## config.mk

```make
export PLATFORM = sky130hd
export DESIGN_NAME = fp_panel_io_flat
export DESIGN_NICKNAME = d
export VERILOG_FILES = /design/src/rtl/fp_pkg.sv /design/src/rtl/fp_panel_io_if.sv /design/src/rtl/fp_debounce.sv /design/src/rtl/fp_panel_io.sv /design/src/flat_wrapper.sv
export SDC_FILE = /design/constraint.sdc
export NUM_CORES = 1
export LEC_CHECK = 0
export CAP_MARGIN = 30
export CORE_MARGIN = 3
export CORE_UTILIZATION = 41
export CTS_CLUSTER_SIZE = 12
export DETAILED_ROUTE_END_ITERATION = 16
export PLACE_DENSITY_LB_ADDON = 0.2
export RECOVER_POWER = 100
export SETUP_SLACK_MARGIN = 0.4
export SLEW_MARGIN = 30
export SYNTH_ARGS = -nofsm -noshare
export SYNTH_HDL_FRONTEND = slang
export SYNTH_SLANG_ARGS = --single-unit
```

## constraint.sdc

```tcl
create_clock -name clock -period 8.9 [get_ports clock]
set_input_delay 1.335 -clock clock [delete_from_list [all_inputs] [get_ports clock]]
set_output_delay 1.335 -clock clock [all_outputs]
set_load 0.02 [all_outputs]
```

## src/rtl/fp_pkg.sv

```systemverilog
// Shared types and constants for the front-panel I/O engine:
// button FSM state encoding, 7-segment font and a small sizing helper.
package fp_pkg;

    typedef enum logic [2:0] {
        LOCK,
        IDLE,
        PWAIT,
        FIRE,
        HELD,
        FIRE_R,
        RWAIT
    } btn_state_t;

    // Cathode patterns {g..a}, active low; octal digits use entries 0-7
    localparam logic [6:0] SEG_FONT [16] = '{
        7'h40, 7'h79, 7'h24, 7'h30, 7'h19, 7'h12, 7'h02, 7'h78,
        7'h00, 7'h10, 7'h08, 7'h03, 7'h46, 7'h21, 7'h06, 7'h0E
    };

    localparam logic [6:0] SEG_BLANK = 7'h7F;

    function automatic int max3(input int a, input int b, input int c);
        int m;
        m = (a > b) ? a : b;
        return (m > c) ? m : c;
    endfunction

endpackage

```

## src/rtl/fp_panel_io_if.sv

```systemverilog
// Board-pin side bundle of the front panel: raw buttons/switches and display data in,
// conditioned button/switch signals and multiplexed 7-segment drive out.
interface fp_panel_io_if #(
    parameter int NUM_BTN    = 5,
    parameter int SW_W       = 13,
    parameter int DIGITS     = 4,
    parameter int DIGIT_BITS = 3
);

    logic [NUM_BTN-1:0]           btn_raw;
    logic [NUM_BTN-1:0]           btn_pulse;
    logic [NUM_BTN-1:0]           btn_level;
    logic [SW_W-1:0]              sw_raw;
    logic [SW_W-1:0]              sw_sync;
    logic [DIGITS*DIGIT_BITS-1:0] disp_value;
    logic [DIGITS-1:0]            dp_mask;
    logic                         blank_lead;
    logic [DIGITS-1:0]            an;
    logic [6:0]                   seg;
    logic                         dp;

    modport master (
        output btn_raw, sw_raw, disp_value, dp_mask, blank_lead,
        input  btn_pulse, btn_level, sw_sync, an, seg, dp
    );

    modport slave (
        input  btn_raw, sw_raw, disp_value, dp_mask, blank_lead,
        output btn_pulse, btn_level, sw_sync, an, seg, dp
    );

endinterface

```

## src/rtl/fp_debounce.sv

```systemverilog
// One push-button conditioner: debounce with reset lockout, one-shot press pulse,
// optional auto-repeat while held, and a debounced level output.
module fp_debounce
    import fp_pkg::*;
#(
    parameter int DEB_CYC    = 5,
    parameter bit REPEAT_EN  = 1'b0,
    parameter int REPEAT_DLY = 20,
    parameter int REPEAT_PER = 8
) (
    input  logic clock,
    input  logic reset,
    input  logic s2_i,
    output logic pulse_o,
    output logic level_o
);

    localparam int CMAX = max3(DEB_CYC, REPEAT_DLY, REPEAT_PER);
    localparam int CW   = $clog2(CMAX + 1);

    localparam logic [CW-1:0] DEB_LD = CW'(DEB_CYC - 1);
    localparam logic [CW-1:0] DLY_LD = CW'(REPEAT_DLY - 1);
    localparam logic [CW-1:0] PER_LD = CW'(REPEAT_PER - 1);

    btn_state_t    state_q;
    logic [CW-1:0] cnt_q;
    logic          pulse_q;
    logic          level_q;

    // Outputs are registered alongside the state so they line up with it exactly
    always_ff @(posedge clock or posedge reset) begin
        if (reset) begin
            state_q <= LOCK;
            cnt_q   <= DEB_LD;
            pulse_q <= 1'b0;
            level_q <= 1'b0;
        end else begin
            pulse_q <= 1'b0;
            case (state_q)
                LOCK: begin
                    if (s2_i) begin
                        cnt_q <= DEB_LD;
                    end else if (cnt_q == '0) begin
                        state_q <= IDLE;
                    end else begin
                        cnt_q <= cnt_q - 1'b1;
                    end
                end
                IDLE: begin
                    if (s2_i) begin
                        state_q <= PWAIT;
                        cnt_q   <= DEB_LD;
                    end
                end
                PWAIT: begin
                    if (!s2_i) begin
                        state_q <= IDLE;
                    end else if (cnt_q == '0) begin
                        state_q <= FIRE;
                        pulse_q <= 1'b1;
                        level_q <= 1'b1;
                    end else begin
                        cnt_q <= cnt_q - 1'b1;
                    end
                end
                FIRE: begin
                    state_q <= HELD;
                    cnt_q   <= DLY_LD;
                end
                HELD: begin
                    // Without repeat the timer just parks at zero
                    if (!s2_i) begin
                        state_q <= RWAIT;
                        cnt_q   <= DEB_LD;
                    end else if (REPEAT_EN && cnt_q == '0) begin
                        state_q <= FIRE_R;
                        pulse_q <= 1'b1;
                    end else if (cnt_q != '0) begin
                        cnt_q <= cnt_q - 1'b1;
                    end
                end
                FIRE_R: begin
                    state_q <= HELD;
                    cnt_q   <= PER_LD;
                end
                RWAIT: begin
                    if (s2_i) begin
                        state_q <= HELD;
                        cnt_q   <= PER_LD;
                    end else if (cnt_q == '0) begin
                        state_q <= IDLE;
                        level_q <= 1'b0;
                    end else begin
                        cnt_q <= cnt_q - 1'b1;
                    end
                end
                default: begin
                    state_q <= LOCK;
                    cnt_q   <= DEB_LD;
                    level_q <= 1'b0;
                end
            endcase
        end
    end

    assign pulse_o = pulse_q;
    assign level_o = level_q;

endmodule

```

## src/rtl/fp_panel_io.sv

```systemverilog
// Front-panel I/O engine: synchronises switches and buttons, conditions each button,
// and scans a frame-latched value onto a multiplexed 7-segment display.
module fp_panel_io
    import fp_pkg::*;
#(
    parameter int                 NUM_BTN     = 5,
    parameter int                 SW_W        = 13,
    parameter int                 DIGITS      = 4,
    parameter int                 DIGIT_BITS  = 3,
    parameter int                 DEB_CYC     = 5,
    parameter logic [NUM_BTN-1:0] REPEAT_MASK = '0,
    parameter int                 REPEAT_DLY  = 20,
    parameter int                 REPEAT_PER  = 8,
    parameter int                 SCAN_DIV    = 4
) (
    input logic          clock,
    input logic          reset,
    fp_panel_io_if.slave bus
);

    localparam int PW = (SCAN_DIV > 1) ? $clog2(SCAN_DIV) : 1;
    localparam int IW = (DIGITS > 1) ? $clog2(DIGITS) : 1;
    localparam int VW = DIGITS * DIGIT_BITS;

    logic [NUM_BTN-1:0] btn_s1_q, btn_s2_q;
    logic [SW_W-1:0]    sw_s1_q, sw_s2_q;
    logic [NUM_BTN-1:0] btn_pulse, btn_level;

    always_ff @(posedge clock or posedge reset) begin
        if (reset) begin
            btn_s1_q <= '0;
            btn_s2_q <= '0;
            sw_s1_q  <= '0;
            sw_s2_q  <= '0;
        end else begin
            btn_s1_q <= bus.btn_raw;
            btn_s2_q <= btn_s1_q;
            sw_s1_q  <= bus.sw_raw;
            sw_s2_q  <= sw_s1_q;
        end
    end

    assign bus.sw_sync = sw_s2_q;

    for (genvar g = 0; g < NUM_BTN; g++) begin : g_btn
        fp_debounce #(
            .DEB_CYC    (DEB_CYC),
            .REPEAT_EN  (REPEAT_MASK[g]),
            .REPEAT_DLY (REPEAT_DLY),
            .REPEAT_PER (REPEAT_PER)
        ) u_deb (
            .clock   (clock),
            .reset   (reset),
            .s2_i    (btn_s2_q[g]),
            .pulse_o (btn_pulse[g]),
            .level_o (btn_level[g])
        );
    end

    assign bus.btn_pulse = btn_pulse;
    assign bus.btn_level = btn_level;

    logic [PW-1:0]     pre_q, pre_d;
    logic [IW-1:0]     idx_q, idx_d;
    logic              loaded_q;
    logic [VW-1:0]     frame_val_q, frame_val_d;
    logic [DIGITS-1:0] frame_dp_q, frame_dp_d;
    logic              frame_blank_q, frame_blank_d;
    logic [DIGITS-1:0] an_q, an_d;
    logic [6:0]        seg_q, seg_d;
    logic              dp_q, dp_d;
    logic              load;
    logic [3:0]        digit;
    logic              higher_nz;
    logic              dp_bit;

    // Drive outputs from next-state slot and frame so the display matches idx_q
    always_comb begin
        pre_d         = pre_q;
        idx_d         = idx_q;
        frame_val_d   = frame_val_q;
        frame_dp_d    = frame_dp_q;
        frame_blank_d = frame_blank_q;
        load          = !loaded_q;
        digit         = '0;
        higher_nz     = 1'b0;
        dp_bit        = 1'b0;

        if (pre_q == PW'(SCAN_DIV - 1)) begin
            pre_d = '0;
            if (idx_q == IW'(DIGITS - 1)) begin
                idx_d = '0;
                load  = 1'b1;
            end else begin
                idx_d = idx_q + 1'b1;
            end
        end else begin
            pre_d = pre_q + 1'b1;
        end

        if (load) begin
            frame_val_d   = bus.disp_value;
            frame_dp_d    = bus.dp_mask;
            frame_blank_d = bus.blank_lead;
        end

        for (int j = 0; j < DIGITS; j++) begin
            if (j == int'(idx_d)) begin
                digit[DIGIT_BITS-1:0] = frame_val_d[j*DIGIT_BITS +: DIGIT_BITS];
                dp_bit                = frame_dp_d[j];
            end
            if (j >= int'(idx_d) && frame_val_d[j*DIGIT_BITS +: DIGIT_BITS] != '0) begin
                higher_nz = 1'b1;
            end
        end

        an_d = ~(DIGITS'(1) << idx_d);
        dp_d = ~dp_bit;
        if (frame_blank_d && idx_d != '0 && !higher_nz) begin
            seg_d = SEG_BLANK;
        end else begin
            seg_d = SEG_FONT[digit];
        end
    end

    always_ff @(posedge clock or posedge reset) begin
        if (reset) begin
            pre_q         <= '0;
            idx_q         <= '0;
            loaded_q      <= 1'b0;
            frame_val_q   <= '0;
            frame_dp_q    <= '0;
            frame_blank_q <= 1'b0;
            an_q          <= '1;
            seg_q         <= SEG_BLANK;
            dp_q          <= 1'b1;
        end else begin
            pre_q         <= pre_d;
            idx_q         <= idx_d;
            loaded_q      <= 1'b1;
            frame_val_q   <= frame_val_d;
            frame_dp_q    <= frame_dp_d;
            frame_blank_q <= frame_blank_d;
            an_q          <= an_d;
            seg_q         <= seg_d;
            dp_q          <= dp_d;
        end
    end

    assign bus.an  = an_q;
    assign bus.seg = seg_q;
    assign bus.dp  = dp_q;

endmodule

```

## src/flat_wrapper.sv

```systemverilog
// flat-port wrapper written by rule: the top's interface ports become plain ports
module fp_panel_io_flat import fp_pkg::*;
#(
    parameter int                 NUM_BTN     = 5,
    parameter int                 SW_W        = 13,
    parameter int                 DIGITS      = 4,
    parameter int                 DIGIT_BITS  = 3,
    parameter int                 DEB_CYC     = 5,
    parameter logic [NUM_BTN-1:0] REPEAT_MASK = '0,
    parameter int                 REPEAT_DLY  = 20,
    parameter int                 REPEAT_PER  = 8,
    parameter int                 SCAN_DIV    = 4
)
  (clock, reset, bus_btn_raw, bus_sw_raw, bus_disp_value, bus_dp_mask, bus_blank_lead, bus_btn_pulse, bus_btn_level, bus_sw_sync, bus_an, bus_seg, bus_dp);
  fp_panel_io_if #(.NUM_BTN(NUM_BTN), .SW_W(SW_W), .DIGITS(DIGITS), .DIGIT_BITS(DIGIT_BITS)) bus_i ();
  input logic clock;
  input logic reset;
  input wire logic [$bits(bus_i.btn_raw)-1:0] bus_btn_raw;
  input wire logic [$bits(bus_i.sw_raw)-1:0] bus_sw_raw;
  input wire logic [$bits(bus_i.disp_value)-1:0] bus_disp_value;
  input wire logic [$bits(bus_i.dp_mask)-1:0] bus_dp_mask;
  input wire logic [$bits(bus_i.blank_lead)-1:0] bus_blank_lead;
  output wire logic [$bits(bus_i.btn_pulse)-1:0] bus_btn_pulse;
  output wire logic [$bits(bus_i.btn_level)-1:0] bus_btn_level;
  output wire logic [$bits(bus_i.sw_sync)-1:0] bus_sw_sync;
  output wire logic [$bits(bus_i.an)-1:0] bus_an;
  output wire logic [$bits(bus_i.seg)-1:0] bus_seg;
  output wire logic [$bits(bus_i.dp)-1:0] bus_dp;
  assign bus_i.btn_raw = bus_btn_raw;
  assign bus_i.sw_raw = bus_sw_raw;
  assign bus_i.disp_value = bus_disp_value;
  assign bus_i.dp_mask = bus_dp_mask;
  assign bus_i.blank_lead = bus_blank_lead;
  assign bus_btn_pulse = bus_i.btn_pulse;
  assign bus_btn_level = bus_i.btn_level;
  assign bus_sw_sync = bus_i.sw_sync;
  assign bus_an = bus_i.an;
  assign bus_seg = bus_i.seg;
  assign bus_dp = bus_i.dp;
  fp_panel_io #(.NUM_BTN(NUM_BTN), .SW_W(SW_W), .DIGITS(DIGITS), .DIGIT_BITS(DIGIT_BITS), .DEB_CYC(DEB_CYC), .REPEAT_MASK(REPEAT_MASK), .REPEAT_DLY(REPEAT_DLY), .REPEAT_PER(REPEAT_PER), .SCAN_DIV(SCAN_DIV)) u_core (.clock(clock), .reset(reset), .bus(bus_i));
endmodule
```

==> reports/metrics.csv, run 1 <==
metric,value,unit
total negative slack,0,ps
Seq pwr share,0.358,
Final Cycle Share,0.420,
fraction of layout cells with a size suffix above 1,0.0939,
Comb power frac,0.329,
core area,0.0148,mm²
clock buffer count from CTS,17,
post-synthesis sequential area ratio,0.478,
post-DP HPWL,9.28,mm
Clock power frac,0.313,
"Arr. time, crit path",4170,ps
Pre-antenna DRT Iters,7,
Synth cell types,75,
RSZ-0062 raised after global routing,no,
Cell Int Power,1.59,mW
CP required,9330,ps
number of global-route vias before repair,4578,
worst clock skew,4.68,ps
DIE WIDTH,130,µm
Max Freq,267,MHz
die height,130,µm
max-slew violations,69,
CTS tree,yes,
WL final,13.6,mm
final setup fails,0,
Psw,0.878,mW
H-tree level count,4,
grt total ovfl,0,
I/O Buffers,71,
Leakage,3.12,nW
Layout Nets,723,
synth top area cells,"dfrtp_1 41%, dfstp_2 7.1%, a21oi_1 3.4%",
DRC Markers,0,
Initial Util,0.427,
number of setup buffers added after CTS,0,
initial antenna violation count,1,
"Area growth, synth to finish",21.2,%
WS Path Type,in -> async,
Synth Warn #,0,
leading area contributor after synthesis,dfrtp_1,
Power Dens Cells,322,mW/mm²
worst min path class,reg -> reg,
worst vdd ir,0.000147,V
endpoint class of the critical path,asynchronous set/reset pin,
Wirelength per Cell,15.5,µm
post-route cell area,0.00767,mm²
Std-Cell Rows,44,
GRT Util Overall,0.169,
DIE AREA,0.0170,mm²
Filler cells,1291,
root cell of the clock tree,clkbuf_16,
"Reg clk slew, reported paths",50,ps
asr flop ratio synth,1.00,
Worst Path Max Fanout,64,
Place WS,5680,ps
slew margin rel.,-0.651,
crit start category,input pin,
CTS resizes,0,
synthesis-stage register bit count,120,
final hold vios,0,
routability congestion estimate,0.853,
top cell type's share of synthesized area,0.408,
drt via density,5.60,
Clock Path Buffers,2,
Worst-Margin Slew,2460,ps
via count,4909,
Gate Count Post-Synth,638,
Max Cap Violations,2,
top_reg_cell synth,dfrtp_1,
Clock Sinks,120,
Ports,72,
final setup margin,5160,ps
area post-placement,0.00704,mm²
Post-synth EDFFs,0,
Period minus WS final,3740,ps
worst skew pair latency,400,ps
drt first-iter violations,463,
Routed Antenna Nets,0,
Synth Cell Area,0.00632,mm²
Hold Buf Count CTS,0,
Net Sw Frac,0.356,
syn avg cell area,9.91,µm²
outcome,"finished, violations left",
Mapped Nets,682,
first-pass GRT wire length,23.0,mm
violated checks,"max-capacitance violations, max-slew violations",
largest net degree at the start of global routing,65,
-- cells in the mapped netlist, drive strengths merged (10+ instances only) --
cell,count
a31oi,12
o21ai,56
nand3,11
buf,22
nor2,50
xor2,10
a21oi,43
dfstp,17
nand2,46
inv,32
nor3,13
dfrtp,103
nand2b,17
clkbuf,29
mux2,17
o22ai,13
xnor2,15
-- cell usage in the layout, fill, tap and decap left out, drive strengths merged, types with 7 or more instances in the layout --
cell | synthesis | routed
nand2 | 46 | 46
clkdlybuf4s50 | 0 | 16
a31oi | 12 | 12
xnor2 | 15 | 15
inv | 32 | 31
a21oi | 43 | 43
a21o | 7 | 7
o21ai | 56 | 56
dfrtp | 103 | 103
dlygate4sd3 | 0 | 55
nor2 | 50 | 50
nand2b | 17 | 17
ha | 7 | 7
nor3 | 13 | 13
mux2 | 17 | 17
clkbuf | 29 | 26
a22oi | 7 | 7
xor2 | 10 | 10
dfstp | 17 | 17
nand3 | 11 | 11
o22ai | 13 | 13
-- logic make-up (layout without fill, tap and decap cells) --
kind of cell	count (synthesis)	in the layout	synth area share
AOI/OAI and AO/OA	199	199	0.204
and+or+nand+nor	169	169	0.136
DFF	120	120	0.478
buffers and inverters	83	137	0.0568
muxes	28	28	0.0667
xor gates and xnor gates	25	25	0.0346
adders and majority gates	13	13	0.0233
other	1	2	0.000593
-- cell type report --
cell class                 count  area [µm²]  share of cell area
multi-input combinational    435        2890               0.377
tap                          184         230              0.0300
antenna                        1        2.50            0.000326
inverter                      32         121              0.0158
sequential                   120        3020               0.394
clock inverter                 7         160              0.0209
timing repair buffer          73         722              0.0941
clock buffer                  25         515              0.0672
-- per-stage QoR --
stage,instances,hold slack [ps],total power [mW],utilization
2_1_floorplan,638,331,1.54,-
5_1_grt,877,351,2.66,0.518
3_3_place_gp,844,332,1.69,0.476
3_5_place_dp,844,335,1.72,0.476
4_1_cts,876,347,2.51,0.521
6_report,877,345,2.47,0.518
-- power by group through the flow --
stage	clock network [mW]	registers [mW]	logic, mW
CTS	0.789	0.887	0.831
global route	0.817	0.917	0.927
global placement	0	0.887	0.806
floorplan	0	0.748	0.794
finish	0.773	0.885	0.812
detailed placement	0	0.894	0.827
-- worst paths after layout --
check | start | to | slack, ps | depth (start not counted)
setup reg to reg | u_core.pre_q[0] | u_core.bus.seg[1] | 5390 | 7
setup / recovery | reset | u_core.btn_s2_q[4] | 5160 | 3
min in group asynchronous | reset | u_core.frame_val_q[10] | 2070 | 2
hold reg to reg | u_core.sw_s1_q[12] | u_core.bus.sw_sync[12] | 340 | 0
max in group clock | u_core.pre_q[0] | u_core.bus.seg[1] | 5390 | 7
hold / removal | u_core.sw_s1_q[12] | u_core.bus.sw_sync[12] | 340 | 0
-- critical path, stage by stage --
cell,delay (ps)
dlygate4sd3_1,550
clkinvlp_2,1410
buf_4,850
-- registers in the layout, indices dropped and copies added (netlist names) --
name	cells
u_core.g_btn.u_deb.cnt_q	25
u_core.g_btn.u_deb.state_q	15
u_core.bus.sw_sync	13
u_core.sw_s1_q	13
u_core.frame_val_q	12
u_core.bus.seg	7
u_core.btn_s1_q	5
u_core.btn_s2_q	5
u_core.g_btn.u_deb.level_o	5
u_core.g_btn.u_deb.pulse_o	5
u_core.bus.an	4
u_core.frame_dp_q	4
u_core.idx_q	2
u_core.pre_q	2
u_core.bus.dp	1
u_core.frame_blank_q	1
u_core.loaded_q	1
-- metal layers --
| layer | wire length (µm) | track usage | up-vias |
|---|---|---|---|
| li1 | - | - | 2390 |
| met1 | 6620 | 0.250 | 2373 |
| met2 | 6160 | 0.246 | 129 |
| met3 | 625 | 0.0409 | 17 |
| met4 | 178 | 0.0520 | 0 |
| met5 | 0 | 0 | - |
No activity file was read; power rests on OpenSTA's default activity.
==> inputs of run 2 (changes only) <==
- clock period: 8.9 -> 3.9 ns (I/O delays scaled with it)
==> run 2 against run 1 <==
  * The flow still finishes with violations (max-capacitance violations, max-slew violations)
  * Count of clock-buffer cells in the layout down 6
  * Final area down 0.55%
  * Sequential share of layout area up 0.22 points
  * Core utilization down 0.29 points
  * First-iteration DRC count up 2.8%
  * Total power up 120%
==> reports/metrics.csv, run 2 (synthesized netlist as in run 1, its figures left out) <==
metric,value,unit,change
FF-to-FF Start,u_core.g_btn[4].u_deb.cnt_q[0],,was u_core.pre_q[0]
Clock Sinks,120,,unchanged
Hold Path Depth,0,,unchanged
reg2reg path depth,7,,unchanged
Layout Nets,727,,was 723
max-slew violations,21,,was 69
final hold vios,0,,unchanged
endpoint class of the critical path,register,,was asynchronous set/reset pin
CP required,4240,ps,was 9330 ps
total negative slack,0,ps,unchanged
via count,5020,,"was 4,909"
Period minus WS final,3060,ps,
final setup margin,839,ps,was 5160 ps
Max Cap Violations,3,,was 2
Max Freq,327,MHz,
Clock Path Buffers,2,,unchanged
drt first-iter violations,476,,was 463
Pre-antenna DRT Iters,5,,was 7
number of setup buffers added after CTS,0,,unchanged
CTS resizes,0,,unchanged
grt total ovfl,0,,unchanged
RSZ-0062 raised after global routing,no,,unchanged
DIE WIDTH,130,µm,unchanged
Routed Antenna Nets,0,,unchanged
WL final,13.9,mm,was 13.6 mm
Wirelength per Cell,15.7,µm,was 15.5 µm
Worst Path Max Fanout,8,,was 64
initial antenna violation count,3,,was 1
"Arr. time, crit path",3400,ps,was 4170 ps
clock buffer count from CTS,17,,unchanged
"Area growth, synth to finish",20.6,%,was 21.2%
root cell of the clock tree,clkbuf_16,,unchanged
Std-Cell Rows,44,,unchanged
post-DP HPWL,9.57,mm,was 9.28 mm
die height,130,µm,unchanged
core area,0.0148,mm²,unchanged
number of global-route vias before repair,4680,,"was 4,578"
CTS tree,yes,,unchanged
worst skew pair latency,420,ps,was 400 ps
internal reg-to-reg setup slack,840,ps,was 5390 ps
H-tree level count,4,,unchanged
Largest regs,"u_core.g_btn.u_deb.cnt_q (25), u_core.g_btn.u_deb.state_q (15)",,unchanged
Largest register FFs,25,,unchanged
DRC Markers,0,,unchanged
most flop-heavy register,u_core.g_btn.u_deb.cnt_q,,unchanged
crit start category,register,,was input pin
violated checks,"max-capacitance violations, max-slew violations",,unchanged
GRT Util Overall,0.171,,was 0.169
HP Start,u_core.sw_s1_q[10],,was u_core.sw_s1_q[12]
outcome,"finished, violations left",,unchanged
Min-Delay Endpoint,u_core.bus.sw_sync[10],,was u_core.bus.sw_sync[12]
final setup fails,0,,unchanged
worst clock skew,16.0,ps,was 4.68 ps
Place WS,1110,ps,was 5680 ps
first-pass GRT wire length,23.1,mm,was 23.0 mm
Hold Buf Count CTS,0,,unchanged
Worst-Margin Slew,1530,ps,was 2460 ps
"commonest non-fill, non-tap cell in the layout",dfrtp_1,,unchanged
DIE AREA,0.0170,mm²,unchanged
worst r2r dst,u_core.g_btn[4].u_deb.cnt_q[2],,was u_core.bus.seg[1]
Leakage,3.09,nW,was 3.12 nW
"Reg clk slew, reported paths",60,ps,was 50 ps
Power Dens Cells,707,mW/mm²,was 322 mW/mm²
drt via density,5.70,,was 5.60
largest net degree at the start of global routing,42,,was 65
fraction of layout cells with a size suffix above 1,0.0991,,was 0.0939
WS Path Type,reg -> reg,,was in -> async
Ports,72,,unchanged
I/O Buffers,71,,unchanged
"commonest cells after routing, fill and taps aside","103 x dfrtp_1, 54 x dlygate4sd3_1, 50 x nor2_1",,"was 103 x dfrtp_1, 55 x dlygate4sd3_1, 50 x nor2_1"
Final Cycle Share,0.785,,
worst vdd ir,0.000363,V,was 0.000147 V
Initial Util,0.427,,unchanged
slew margin rel.,-0.0321,,was -0.651
worst min path class,reg -> reg,,unchanged
routability congestion estimate,0.883,,was 0.853
## run 2: cell count changes in the layout (fill, tap and decap cells not counted), sizes merged
cell / delta
dlygate4sd3: -1
bufinv: -4
clkinvlp: +2
clkdlybuf4s50: +1
clkbuf: -3
inv: +3
buf: +1
clkinv: +5
## run 2: layer usage
layer,up-vias,global-route usage,share of wire
met2,145,0.256,0.47
met1,2458,0.237,0.46
li1,2396,-,-
met3,17,0.0561,0.058
met5,-,0,0.0015
met4,4,0.0544,0.010
## run 2: metrics by stage
step | instances | util | area (µm²) | hold slack (ps) | power (mW)
floorplan | 638 | - | 6330 | 331 | 3.52
global route | 880 | 0.515 | 7620 | 351 | 5.79
finish | 881 | 0.515 | 7630 | 345 | 5.39
global placement | 847 | 0.479 | 7090 | 332 | 3.87
CTS | 880 | 0.519 | 7690 | 347 | 5.47
detailed placement | 848 | 0.480 | 7110 | 335 | 3.93
## run 2: worst max-delay path by stage
stage / endpoint / start / slack [ps] / depth (start not counted)
6_report: u_core.g_btn[4].u_deb.cnt_q[2] / u_core.g_btn[4].u_deb.cnt_q[0] / 840 / 7
5_1_grt: u_core.g_btn[4].u_deb.cnt_q[2] / u_core.g_btn[4].u_deb.cnt_q[0] / 480 / 7
4_1_cts: u_core.bus.seg[3] / u_core.pre_q[0] / 1100 / 7
3_5_place_dp: u_core.bus.seg[4] / u_core.pre_q[0] / 1110 / 7
3_3_place_gp: u_core.bus.seg[4] / u_core.pre_q[0] / 1210 / 7
2_1_floorplan: u_core.bus.seg[4] / u_core.pre_q[0] / 1510 / 7
## run 2: critical path, stage by stage, from the launching register on
cell     delay, ps
dfrtp_1        420
inv_1          120
ha_1           220
nor4b_1       1140
a22oi_1        220
o21ai_0        420
o21ai_0        130
a221o_1        310
## run 2: final cells by class
| type | instances | area [µm²] |
|---|---|---|
| Inverter | 32 | 121 |
| Clock inverter | 13 | 121 |
| Multi-Input combinational cell | 435 | 2910 |
| Timing Repair Buffer | 77 | 766 |
| Fill cell | 1325 | 7180 |
| Clock buffer | 19 | 453 |
| Tap cell | 184 | 230 |
| Sequential cell | 120 | 3020 |
| Antenna cell | 1 | 2.50 |
## run 2: where the power goes
group	internal, mW	switching [mW]
clock network	0.915	0.591
registers	1.51	0.512
logic	0.890	0.975
total	3.31	2.08
